$ cat src/rtl/hazard_ctrl_if.sv
// Decode-to-hazard-controller bundle: ID instruction fields in, stall and forwarding controls out.
interface hazard_ctrl_if #(
  parameter int REG_W = 5,
  parameter int DEPTH = 3
);
  localparam int SEL_W = $clog2(DEPTH + 1);

  logic             flush;
  logic             id_valid;
  logic [REG_W-1:0] id_rs;
  logic [REG_W-1:0] id_rt;
  logic             id_rs_used;
  logic             id_rt_used;
  logic [REG_W-1:0] id_rd;
  logic             id_regwr;
  logic             id_is_load;
  logic             id_is_branch;
  logic             if_stall;
  logic             id_stall;
  logic [SEL_W-1:0] fwd_rs_sel;
  logic [SEL_W-1:0] fwd_rt_sel;
  logic             busy;

  modport master (
    output flush, id_valid, id_rs, id_rt, id_rs_used, id_rt_used,
           id_rd, id_regwr, id_is_load, id_is_branch,
    input  if_stall, id_stall, fwd_rs_sel, fwd_rt_sel, busy
  );

  modport slave (
    input  flush, id_valid, id_rs, id_rt, id_rs_used, id_rt_used,
           id_rd, id_regwr, id_is_load, id_is_branch,
    output if_stall, id_stall, fwd_rs_sel, fwd_rt_sel, busy
  );
endinterface

$ cat src/rtl/hazard_ctrl.sv
// RAW hazard / stall controller: shadow scoreboard of in-flight destinations (EX..WB),
// forwarding selects, and a counter FSM that holds IF for a fixed branch penalty.
module hazard_ctrl #(
  parameter int REG_W      = 5,
  parameter int DEPTH      = 3,
  parameter int FWD_EN     = 1,
  parameter int BR_PENALTY = 2
) (
  input  logic          clk,
  input  logic          rst_n,
  hazard_ctrl_if.slave  bus
);

  localparam int SEL_W = $clog2(DEPTH + 1);
  localparam logic [3:0] BCNT_LOAD = 4'(BR_PENALTY - 1);

  typedef enum logic [0:0] {S_IDLE, S_BR} state_t;

  // Scoreboard: index 0 is EX, DEPTH-1 is the oldest tracked stage
  logic [DEPTH-1:0] r_v;
  logic [DEPTH-1:0] r_regwr;
  logic [DEPTH-1:0] r_load;
  logic [REG_W-1:0] r_rd [DEPTH];

  state_t           r_state;
  logic [3:0]       r_bcnt;

  logic             w_rs_any, w_rt_any;
  logic             w_rs_hz, w_rt_hz;
  logic [SEL_W-1:0] w_rs_sel, w_rt_sel;
  logic             w_id_stall;
  logic             w_accept;
  logic             w_take;

  function automatic logic f_match(input logic used, input logic v, input logic wr,
                                   input logic [REG_W-1:0] rd, input logic [REG_W-1:0] src);
    return used && v && wr && (rd == src) && (src != '0);
  endfunction

  // Descending scan so the youngest (lowest index) match overwrites older ones
  always_comb begin
    w_rs_any = 1'b0;
    w_rt_any = 1'b0;
    w_rs_sel = '0;
    w_rt_sel = '0;
    for (int k = DEPTH - 1; k >= 0; k--) begin
      if (f_match(bus.id_rs_used, r_v[k], r_regwr[k], r_rd[k], bus.id_rs)) begin
        w_rs_any = 1'b1;
        w_rs_sel = SEL_W'(k + 1);
      end
      if (f_match(bus.id_rt_used, r_v[k], r_regwr[k], r_rd[k], bus.id_rt)) begin
        w_rt_any = 1'b1;
        w_rt_sel = SEL_W'(k + 1);
      end
    end
    if (FWD_EN != 0) begin
      w_rs_hz = (w_rs_sel == SEL_W'(1)) && r_load[0];
      w_rt_hz = (w_rt_sel == SEL_W'(1)) && r_load[0];
    end else begin
      w_rs_hz = w_rs_any;
      w_rt_hz = w_rt_any;
    end
  end

  assign w_id_stall = bus.id_valid && (w_rs_hz || w_rt_hz);
  assign w_accept   = bus.id_valid && bus.id_is_branch && !w_id_stall;
  assign w_take     = bus.id_valid && !w_id_stall;

  assign bus.id_stall   = w_id_stall;
  assign bus.if_stall   = w_id_stall || w_accept || (r_bcnt != 4'd0);
  assign bus.fwd_rs_sel = (FWD_EN != 0 && bus.id_valid && !w_rs_hz) ? w_rs_sel : '0;
  assign bus.fwd_rt_sel = (FWD_EN != 0 && bus.id_valid && !w_rt_hz) ? w_rt_sel : '0;
  assign bus.busy       = (|r_v) || (r_bcnt != 4'd0);

  always_ff @(posedge clk or negedge rst_n) begin
    if (!rst_n) begin
      r_v <= '0;
    end else if (bus.flush) begin
      r_v <= '0;
    end else begin
      for (int i = DEPTH - 1; i > 0; i--) r_v[i] <= r_v[i-1];
      r_v[0] <= w_take;
    end
  end

  // Payload fields are qualified by r_v, so they carry no reset
  always_ff @(posedge clk) begin
    for (int i = DEPTH - 1; i > 0; i--) begin
      r_rd[i]    <= r_rd[i-1];
      r_regwr[i] <= r_regwr[i-1];
      r_load[i]  <= r_load[i-1];
    end
    r_rd[0]    <= bus.id_rd;
    r_regwr[0] <= bus.id_regwr;
    r_load[0]  <= bus.id_is_load;
  end

  always_ff @(posedge clk or negedge rst_n) begin
    if (!rst_n) begin
      r_state <= S_IDLE;
      r_bcnt  <= 4'd0;
    end else if (bus.flush) begin
      r_state <= S_IDLE;
      r_bcnt  <= 4'd0;
    end else begin
      case (r_state)
        S_IDLE: begin
          if (w_accept) begin
            r_bcnt  <= BCNT_LOAD;
            r_state <= (BR_PENALTY > 1) ? S_BR : S_IDLE;
          end
        end
        S_BR: begin
          if (w_accept) begin
            r_bcnt <= BCNT_LOAD;
          end else if (r_bcnt <= 4'd1) begin
            r_bcnt  <= 4'd0;
            r_state <= S_IDLE;
          end else begin
            r_bcnt <= r_bcnt - 4'd1;
          end
        end
        default: begin
          r_state <= S_IDLE;
          r_bcnt  <= 4'd0;
        end
      endcase
    end
  end

endmodule

$ cat src/flat_wrapper.sv
// flat-port wrapper written by rule: the top's interface ports become plain ports
module hazard_ctrl_flat 
#(
  parameter int REG_W      = 5,
  parameter int DEPTH      = 3,
  parameter int FWD_EN     = 1,
  parameter int BR_PENALTY = 2
)
  (clk, rst_n, bus_flush, bus_id_valid, bus_id_rs, bus_id_rt, bus_id_rs_used, bus_id_rt_used, bus_id_rd, bus_id_regwr, bus_id_is_load, bus_id_is_branch, bus_if_stall, bus_id_stall, bus_fwd_rs_sel, bus_fwd_rt_sel, bus_busy);
  hazard_ctrl_if #(.REG_W(REG_W), .DEPTH(DEPTH)) bus_i ();
  input  logic clk;
  input  logic rst_n;
  input wire logic [$bits(bus_i.flush)-1:0] bus_flush;
  input wire logic [$bits(bus_i.id_valid)-1:0] bus_id_valid;
  input wire logic [$bits(bus_i.id_rs)-1:0] bus_id_rs;
  input wire logic [$bits(bus_i.id_rt)-1:0] bus_id_rt;
  input wire logic [$bits(bus_i.id_rs_used)-1:0] bus_id_rs_used;
  input wire logic [$bits(bus_i.id_rt_used)-1:0] bus_id_rt_used;
  input wire logic [$bits(bus_i.id_rd)-1:0] bus_id_rd;
  input wire logic [$bits(bus_i.id_regwr)-1:0] bus_id_regwr;
  input wire logic [$bits(bus_i.id_is_load)-1:0] bus_id_is_load;
  input wire logic [$bits(bus_i.id_is_branch)-1:0] bus_id_is_branch;
  output wire logic [$bits(bus_i.if_stall)-1:0] bus_if_stall;
  output wire logic [$bits(bus_i.id_stall)-1:0] bus_id_stall;
  output wire logic [$bits(bus_i.fwd_rs_sel)-1:0] bus_fwd_rs_sel;
  output wire logic [$bits(bus_i.fwd_rt_sel)-1:0] bus_fwd_rt_sel;
  output wire logic [$bits(bus_i.busy)-1:0] bus_busy;
  assign bus_i.flush = bus_flush;
  assign bus_i.id_valid = bus_id_valid;
  assign bus_i.id_rs = bus_id_rs;
  assign bus_i.id_rt = bus_id_rt;
  assign bus_i.id_rs_used = bus_id_rs_used;
  assign bus_i.id_rt_used = bus_id_rt_used;
  assign bus_i.id_rd = bus_id_rd;
  assign bus_i.id_regwr = bus_id_regwr;
  assign bus_i.id_is_load = bus_id_is_load;
  assign bus_i.id_is_branch = bus_id_is_branch;
  assign bus_if_stall = bus_i.if_stall;
  assign bus_id_stall = bus_i.id_stall;
  assign bus_fwd_rs_sel = bus_i.fwd_rs_sel;
  assign bus_fwd_rt_sel = bus_i.fwd_rt_sel;
  assign bus_busy = bus_i.busy;
  hazard_ctrl #(.REG_W(REG_W), .DEPTH(DEPTH), .FWD_EN(FWD_EN), .BR_PENALTY(BR_PENALTY)) u_core (.clk(clk), .rst_n(rst_n), .bus(bus_i));
endmodule
$ cat config.mk
export PLATFORM = sky130hd
export DESIGN_NAME = hazard_ctrl_flat
export DESIGN_NICKNAME = d
export VERILOG_FILES = /design/src/rtl/hazard_ctrl_if.sv /design/src/rtl/hazard_ctrl.sv /design/src/flat_wrapper.sv
export SDC_FILE = /design/constraint.sdc
export NUM_CORES = 1
export LEC_CHECK = 0
export ABC_AREA = 1
export CAP_MARGIN = 10
export CORE_MARGIN = 10
export CORE_UTILIZATION = 45
export CTS_CLUSTER_DIAMETER = 30
export DETAILED_ROUTE_END_ITERATION = 16
export GPL_TIMING_DRIVEN = 1
export PLACE_DENSITY = 0.72
export SYNTH_ARGS = -nofsm -noshare
export SYNTH_HDL_FRONTEND = slang
export SYNTH_SLANG_ARGS = --single-unit
$ cat constraint.sdc
create_clock -name clk -period 2.5 [get_ports clk]
set_input_delay 0.5 -clock clk [delete_from_list [all_inputs] [get_ports clk]]
set_output_delay 0.5 -clock clk [all_outputs]
set_load 0.005 [all_outputs]
==> qor.yml, run 1 <==
power_and_ir_drop:
  clock_power_share_pct: 22.5
  p_seq_share_pct: 54.0
  powerDensity_nw_per_um2: 441
  peakVddDrop_uv: 413
  swShare_pct: 29.6
  total_power_uw: 893
  netSwitchingPower_uw: 264
  leakage_uw: 0.000997
  internal_power_uw: 629
  pwr-share-comb_pct: 23.5
global_route:
  grt_max_degree: 18
  grt_first_pass_wirelength_um: 6240
  busiest_layer: "met2"
  met2_usage_pct: 20.1
  grtUsageTotal_pct: 12.3
  grt_antenna_before_repair: 0
  overflow: 0
  grt_use_met1_pct: 15.5
  grt_util_met3_pct: 3.00
  grt_pass1_vias: 1394
setup_path:
  critPathKind: "in2out"
  start_kind: "input pin"
  cp_num_buf_inv: 4
  worstSetupEndpointType: "output port"
  crit_arrival_ns: 1.92
  crit_chain: "clkdlybuf4s50_1, buf_4, xnor2_2, nand3_2, nor2_2, inv_1, a21oi_1, dlygate4sd2_1"
  rr_worst_depth: 9
  cp.required_ns: 2.00
  cp_max_fo: 3
  path_depth: 8
  cp_slowest_cell: "clkdlybuf4s50_1"
  cp_top_family: "buffers and inverters"
  max_stage_delay_ns: 0.50
place:
  gp_congestion: 0.876
  placed_area_sq_um: 1920
  numPortBuffers: 30
  dp_hpwl_um: 2980
  dp_slack_ns: -0.343
  dpl.cell_count: 289
sta:
  period_share_pct: 97.0
  period_needed_ns: 2.42
  drv_slew: 0
  finalSetupViolations: 0
  rsz0062_at_grt: "false"
  max_freq_ghz: 0.412
  worst_pin_slew_ns: 0.373
  hold_viol_final: 0
  setup_ws_ns: 0.0753
  fin_skew_ns: 0.00191
  slew_headroom_pct: 75.0
die:
  row_count: 20
  start_util_pct: 48.1
  die_area_sq_um: 6020
  die_w_um: 77.6
  die_h_um: 77.6
  coreArea_sq_um: 3100
  ios: 31
logic_synthesis:
  ys_warn_count: 0
  synth_most_common_cell: "nand2_1"
  synth_nets: 232
  ys_async_sr_fraction_pct: 29.6
  synthTopCellsByArea: "dfxtp_1 (25%), dfrtp_1 (13%), nand2_1 (12%)"
  synth_common_cells: "nand2_1 (48), inv_1 (29), nor2_1 (27)"
  synth.yosys.seq_area_share_pct: 38.9
  synthCells: 205
  synth_seq_cells: 27
  synth_top_area_share_pct: 25.5
  syn_avg_cell_area_sq_um: 7.28
  syn-cell-area_sq_um: 1490
  synthDominantAreaCellType: "dfxtp_1"
  yosysUniqueCellTypes: 25
  synth_enable_flop_cells: 0
  yosys_most_used_dff: "dfxtp_1"
detailed_routing:
  drt-total-wl_um: 3540
  vias: 1372
  routed_via_density: 4.67
  wl_per_cell_um: 12.0
  ant_nets: 0
  dr.pass1.iters: 6
  drt_iter0_drc: 53
  drcViolationCount: 0
hold_path:
  hp-class: "reg2reg"
  worstHoldPathCells: 0
final_layout:
  final_cell_count_no_fill: 294
  area_growth_pct: 35.8
  fin_nets: 278
  antenna_cells: 0
  layout-drive-gt1-share_pct: 18.4
  stdcell_area_sq_um: 2030
cts:
  clock_latency_ns: 0.33
  hold_buffers: 0
  cts_buffer_depth: 2
  cts_made_buffers: 3
  clock-root-buffer: "clkbuf_4"
  cts_tree: "built"
  cts_max_level: 1
  clock-sinks: 27
  cts.clk_slew.worst_paths_ns: 0.15
job:
  cap_violations: 0
outcome:
  status: "complete, no violations"
-- final timing paths --
path,start,endpoint,slack (ns)
max reg2reg,u_core.r_bcnt[0],u_core.r_bcnt[3],0.94
min in group asynchronous,rst_n,u_core.r_v[0],0.43
min,u_core.r_regwr[0],u_core.r_regwr[1],0.38
max,bus_id_rt[2],bus_fwd_rt_sel[1],0.08
max in group asynchronous,rst_n,u_core.r_bcnt[3],1.81
min reg2reg,u_core.r_regwr[0],u_core.r_regwr[1],0.38
-- cell families after synthesis --
logic type	Yosys count	share of synthesized area, %
AND/OR/NAND/NOR	111	34.5
buffers and inverters	32	8.05
flip-flops	27	38.9
XOR/XNOR	19	11.1
AO/OA/AOI/OAI	13	4.95
adder cells (fa/ha/maj)	3	2.51
-- timing repair --
item / CTS / global route
pin swaps: 5 / 8
gates resized for setup: 22 / 18
buffers inserted: 0 / 1
endpoints found under the setup margin: 6 / 5
-- layer usage --
metal | vias to the layer above | wire, um
met2 | 34 | 1630
met4 | 0 | 64
met1 | 603 | 1720
li1 | 729 | -
met5 | - | 0
met3 | 6 | 128
-- registers in the layout, indices dropped and copies added, names as in the netlist --
name	flops
u_core.r_state	1
u_core.r_load	1
u_core.r_rd	15
u_core.r_v	3
u_core.r_bcnt	4
u_core.r_regwr	3
-- cells in the final DEF, fill, tap and decap left out, drive strengths merged, types with 5 or more instances in the layout --
cell / count
a21oi: 5
buf: 11
clkdlybuf4s50: 14
dfrtp: 8
dfxtp: 19
dlygate4sd2: 9
inv: 33
nand2: 48
nand3: 20
nand4: 5
nor2: 30
o21ai: 5
xnor2: 12
xor2: 7
-- power by group through the flow --
| stage | registers, uW | logic (uW) | clock network, uW |
|---|---|---|---|
| finish | 482 | 210 | 201 |
| global route | 487 | 235 | 228 |
| CTS | 482 | 207 | 211 |
| detailed placement | 489 | 206 | 0 |
| global placement | 490 | 203 | 0 |
| floorplan | 484 | 111 | 0 |
-- cell type report --
cell class              count  area [sq um]
fillers                   316          1080
multi-input cells         146           862
flip-flops and latches     27           581
repair buffers             41           378
inverters                  32           120
well taps                  44          55.1
clock buffers               3          22.5
clock inverters             1          8.76
-- stage by stage --
| stage | TNS, ns | util (%) | hold WS [ns] |
|---|---|---|---|
| floorplan | 0 | - | 0.204 |
| global placement | -1.78 | 62.0 | 0.352 |
| detailed placement | -1.81 | 62.0 | 0.356 |
| CTS | 0 | 63.9 | 0.377 |
| global route | 0 | 65.3 | 0.397 |
| finish | 0 | 65.3 | 0.377 |
(Power assumes the default switching activity.)
==> run 2: changes to the inputs <==
--- a/config.mk
+++ b/config.mk
@@ -8,11 +8,11 @@
 export ABC_AREA = 1
 export CAP_MARGIN = 10
 export CORE_MARGIN = 10
-export CORE_UTILIZATION = 45
+export CORE_UTILIZATION = 54
 export CTS_CLUSTER_DIAMETER = 30
 export DETAILED_ROUTE_END_ITERATION = 16
 export GPL_TIMING_DRIVEN = 1
-export PLACE_DENSITY = 0.72
+export PLACE_DENSITY = 0.84
 export SYNTH_ARGS = -nofsm -noshare
 export SYNTH_HDL_FRONTEND = slang
 export SYNTH_SLANG_ARGS = --single-unit
==> qor.yml, run 2 (synthesized netlist as in run 1, its figures left out) <==
setup_path:
  start_kind: "input pin"  # unchanged
  crit_arrival_ns: 1.95  # was 1.92 ns
  worstSetupEndpointType: "output port"  # unchanged
  critPathKind: "in2out"  # unchanged
  cp.required_ns: 2.00  # about the same
  cp_max_fo: 2  # was 3
final_layout:
  largest_reg_flops: 15  # unchanged
  layout-drive-gt1-share_pct: 17.3  # was 18.4%
  fin_util_pct: 73.0  # was 65.3%
  fin_nets: 277  # was 278
  mostFrequentLayoutCells: "nand2_1 (48), inv_1 (26), nor2_1 (21), dfxtp_1 (19), nand3_1 (15)"  # was nand2_1 (48), inv_1 (26), nor2_1 (22), dfxtp_1 (19), nand3_1 (15)
  layout_commonest_cell: "nand2_1"  # unchanged
  fillers: 221  # was 316
  top_register: "u_core.r_rd"  # unchanged
  area_growth_pct: 32.6  # was 35.8%
  top_regs: "u_core.r_rd (15), u_core.r_bcnt (4)"  # unchanged
  antenna_cells: 0  # unchanged
  final_cell_count_no_fill: 280  # was 294
detailed_routing:
  drcViolationCount: 0  # unchanged
  dr.pass1.iters: 4  # was 6
  ant_nets: 0  # unchanged
  drt-total-wl_um: 3710  # was 3540 um
  drt_iter0_drc: 106  # was 53
  routed_via_density: 5.23  # was 4.67
  wl_per_cell_um: 13.3  # was 12.0 um
  vias: 1465  # was 1372
global_route:
  grt_use_met1_pct: 17.5  # was 15.5%
  grt_first_pass_wirelength_um: 6080  # was 6240 um
  met2_usage_pct: 23.5  # was 20.1%
  grt_pass1_vias: 1364  # was 1394
  grt_max_degree: 18  # unchanged
  grt_util_met3_pct: 3.27  # was 3.00%
  grtUsageTotal_pct: 14.1  # was 12.3%
  busiest_layer: "met2"  # unchanged
  overflow: 0  # unchanged
  grt_antenna_before_repair: 0  # unchanged
place:
  gp_congestion: 0.961  # was 0.876
  numPortBuffers: 30  # unchanged
  dpl.cell_count: 274  # was 289
  dp_slack_ns: -0.343  # about the same
  dp_hpwl_um: 3050  # was 2980 um
cts:
  cts.clk_slew.worst_paths_ns: 0.14  # was 0.15 ns
  cts_max_level: 1  # unchanged
  cts_buffer_depth: 2  # unchanged
  clock-root-buffer: "clkbuf_4"  # unchanged
  cts_tree: "built"  # unchanged
  clock_latency_ns: 0.34  # was 0.33 ns
  clock-sinks: 27  # unchanged
  hold_buffers: 0  # unchanged
  cts_made_buffers: 3  # unchanged
sta:
  drv_slew: 0  # unchanged
  period_share_pct: 98.1  # was 97.0%
  hold_viol_final: 0  # unchanged
  worst_pin_slew_ns: 0.389  # was 0.373 ns
  fin_skew_ns: 0.0133  # was 0.00191 ns
  slew_headroom_pct: 74.0  # was 75.0%
  rsz0062_at_grt: "false"  # unchanged
  final.setup.tns_ns: 0  # unchanged
  finalSetupViolations: 0  # unchanged
  setup_ws_ns: 0.0480  # was 0.0753 ns
  max_freq_ghz: 0.408  # was 0.412 GHz
  period_needed_ns: 2.45  # was 2.42 ns
die:
  start_util_pct: 55.1  # was 48.1%
  die_area_sq_um: 5270  # was 6020 sq um
  die_h_um: 72.6  # was 77.6 um
  coreArea_sq_um: 2710  # was 3100 sq um
  ios: 31  # unchanged
  die_w_um: 72.6  # was 77.6 um
  row_count: 19  # was 20
power_and_ir_drop:
  leakage_uw: 0.000973  # was 0.000997 uW
  total_power_uw: 893  # about the same
  peakVddDrop_uv: 427  # was 413 uV
  powerDensity_nw_per_um2: 451  # was 441 nW/um^2
job:
  cap_violations: 0  # unchanged
outcome:
  status: "complete, no violations"  # unchanged
hold_path:
  hp-class: "reg2reg"  # unchanged
-- run 2: critical path: stages --
cell and delay, ns:
clkdlybuf4s50_1 0.47, inv_1 0.07, nor2_1 0.10, nand4_1 0.11
nor2_2 0.16, buf_4 0.13, buf_4 0.09, inv_1 0.03
a21oi_1 0.14, buf_2 0.14
-- run 2: area by class of cell --
cell class | instances | area (sq um) | share of cell area [%]
multi-input cells | 146 | 842 | 42.5
well taps | 31 | 38.8 | 1.96
flip-flops and latches | 27 | 581 | 29.3
inverters | 32 | 120 | 6.07
clock buffers | 3 | 22.5 | 1.14
repair buffers | 40 | 367 | 18.5
clock inverters | 1 | 8.76 | 0.442
-- run 2: worst paths after layout --
path | startpoint | end | slack (ns) | cells after the start
setup / recovery | bus_id_rt_used | bus_fwd_rt_sel[1] | 0.05 | 10
hold / removal | u_core.r_regwr[0] | u_core.r_regwr[1] | 0.38 | 0
setup reg to reg | u_core.r_bcnt[0] | u_core.r_bcnt[3] | 0.85 | 9
hold reg to reg | u_core.r_regwr[0] | u_core.r_regwr[1] | 0.38 | 0
max in group asynchronous | rst_n | u_core.r_v[1] | 1.80 | 1
min in group asynchronous | rst_n | u_core.r_bcnt[0] | 0.42 | 1
-- run 2: per-stage QoR --
stage | cell area [sq um] | hold WS (ns)
2_1_floorplan | 1490 | 0.204
3_3_place_gp | 1890 | 0.355
3_5_place_dp | 1890 | 0.354
4_1_cts | 1960 | 0.375
5_1_grt | 1980 | 0.390
6_report | 1980 | 0.376
-- run 2: power breakdown --
group	switching [uW]	internal, uW
logic	105	101
clock network	140	65.6
registers	23.5	458
total	269	625
-- run 2: per-layer routing --
metal	wire, um	vias up
met4	98	0
met2	1790	56
li1	-	732
met1	1610	665
met5	0	-
met3	215	12
-- run 2: repair_timing --
action / in CTS / in global routing
setup endpoints to repair: 6 / 4
gates resized for setup: 33 / 7
buffers inserted: 2 / 0
pin swaps: 6 / 3
==> run 3: changes to the inputs <==
--- a/config.mk
+++ b/config.mk
@@ -10,6 +10,7 @@
 export CORE_MARGIN = 10
 export CORE_UTILIZATION = 54
 export CTS_CLUSTER_DIAMETER = 30
+export CTS_CLUSTER_SIZE = 24
 export DETAILED_ROUTE_END_ITERATION = 16
 export GPL_TIMING_DRIVEN = 1
 export PLACE_DENSITY = 0.84
==> results of run 3 <==
No change in the layout: final DEF, timing and power equal those of run 2.
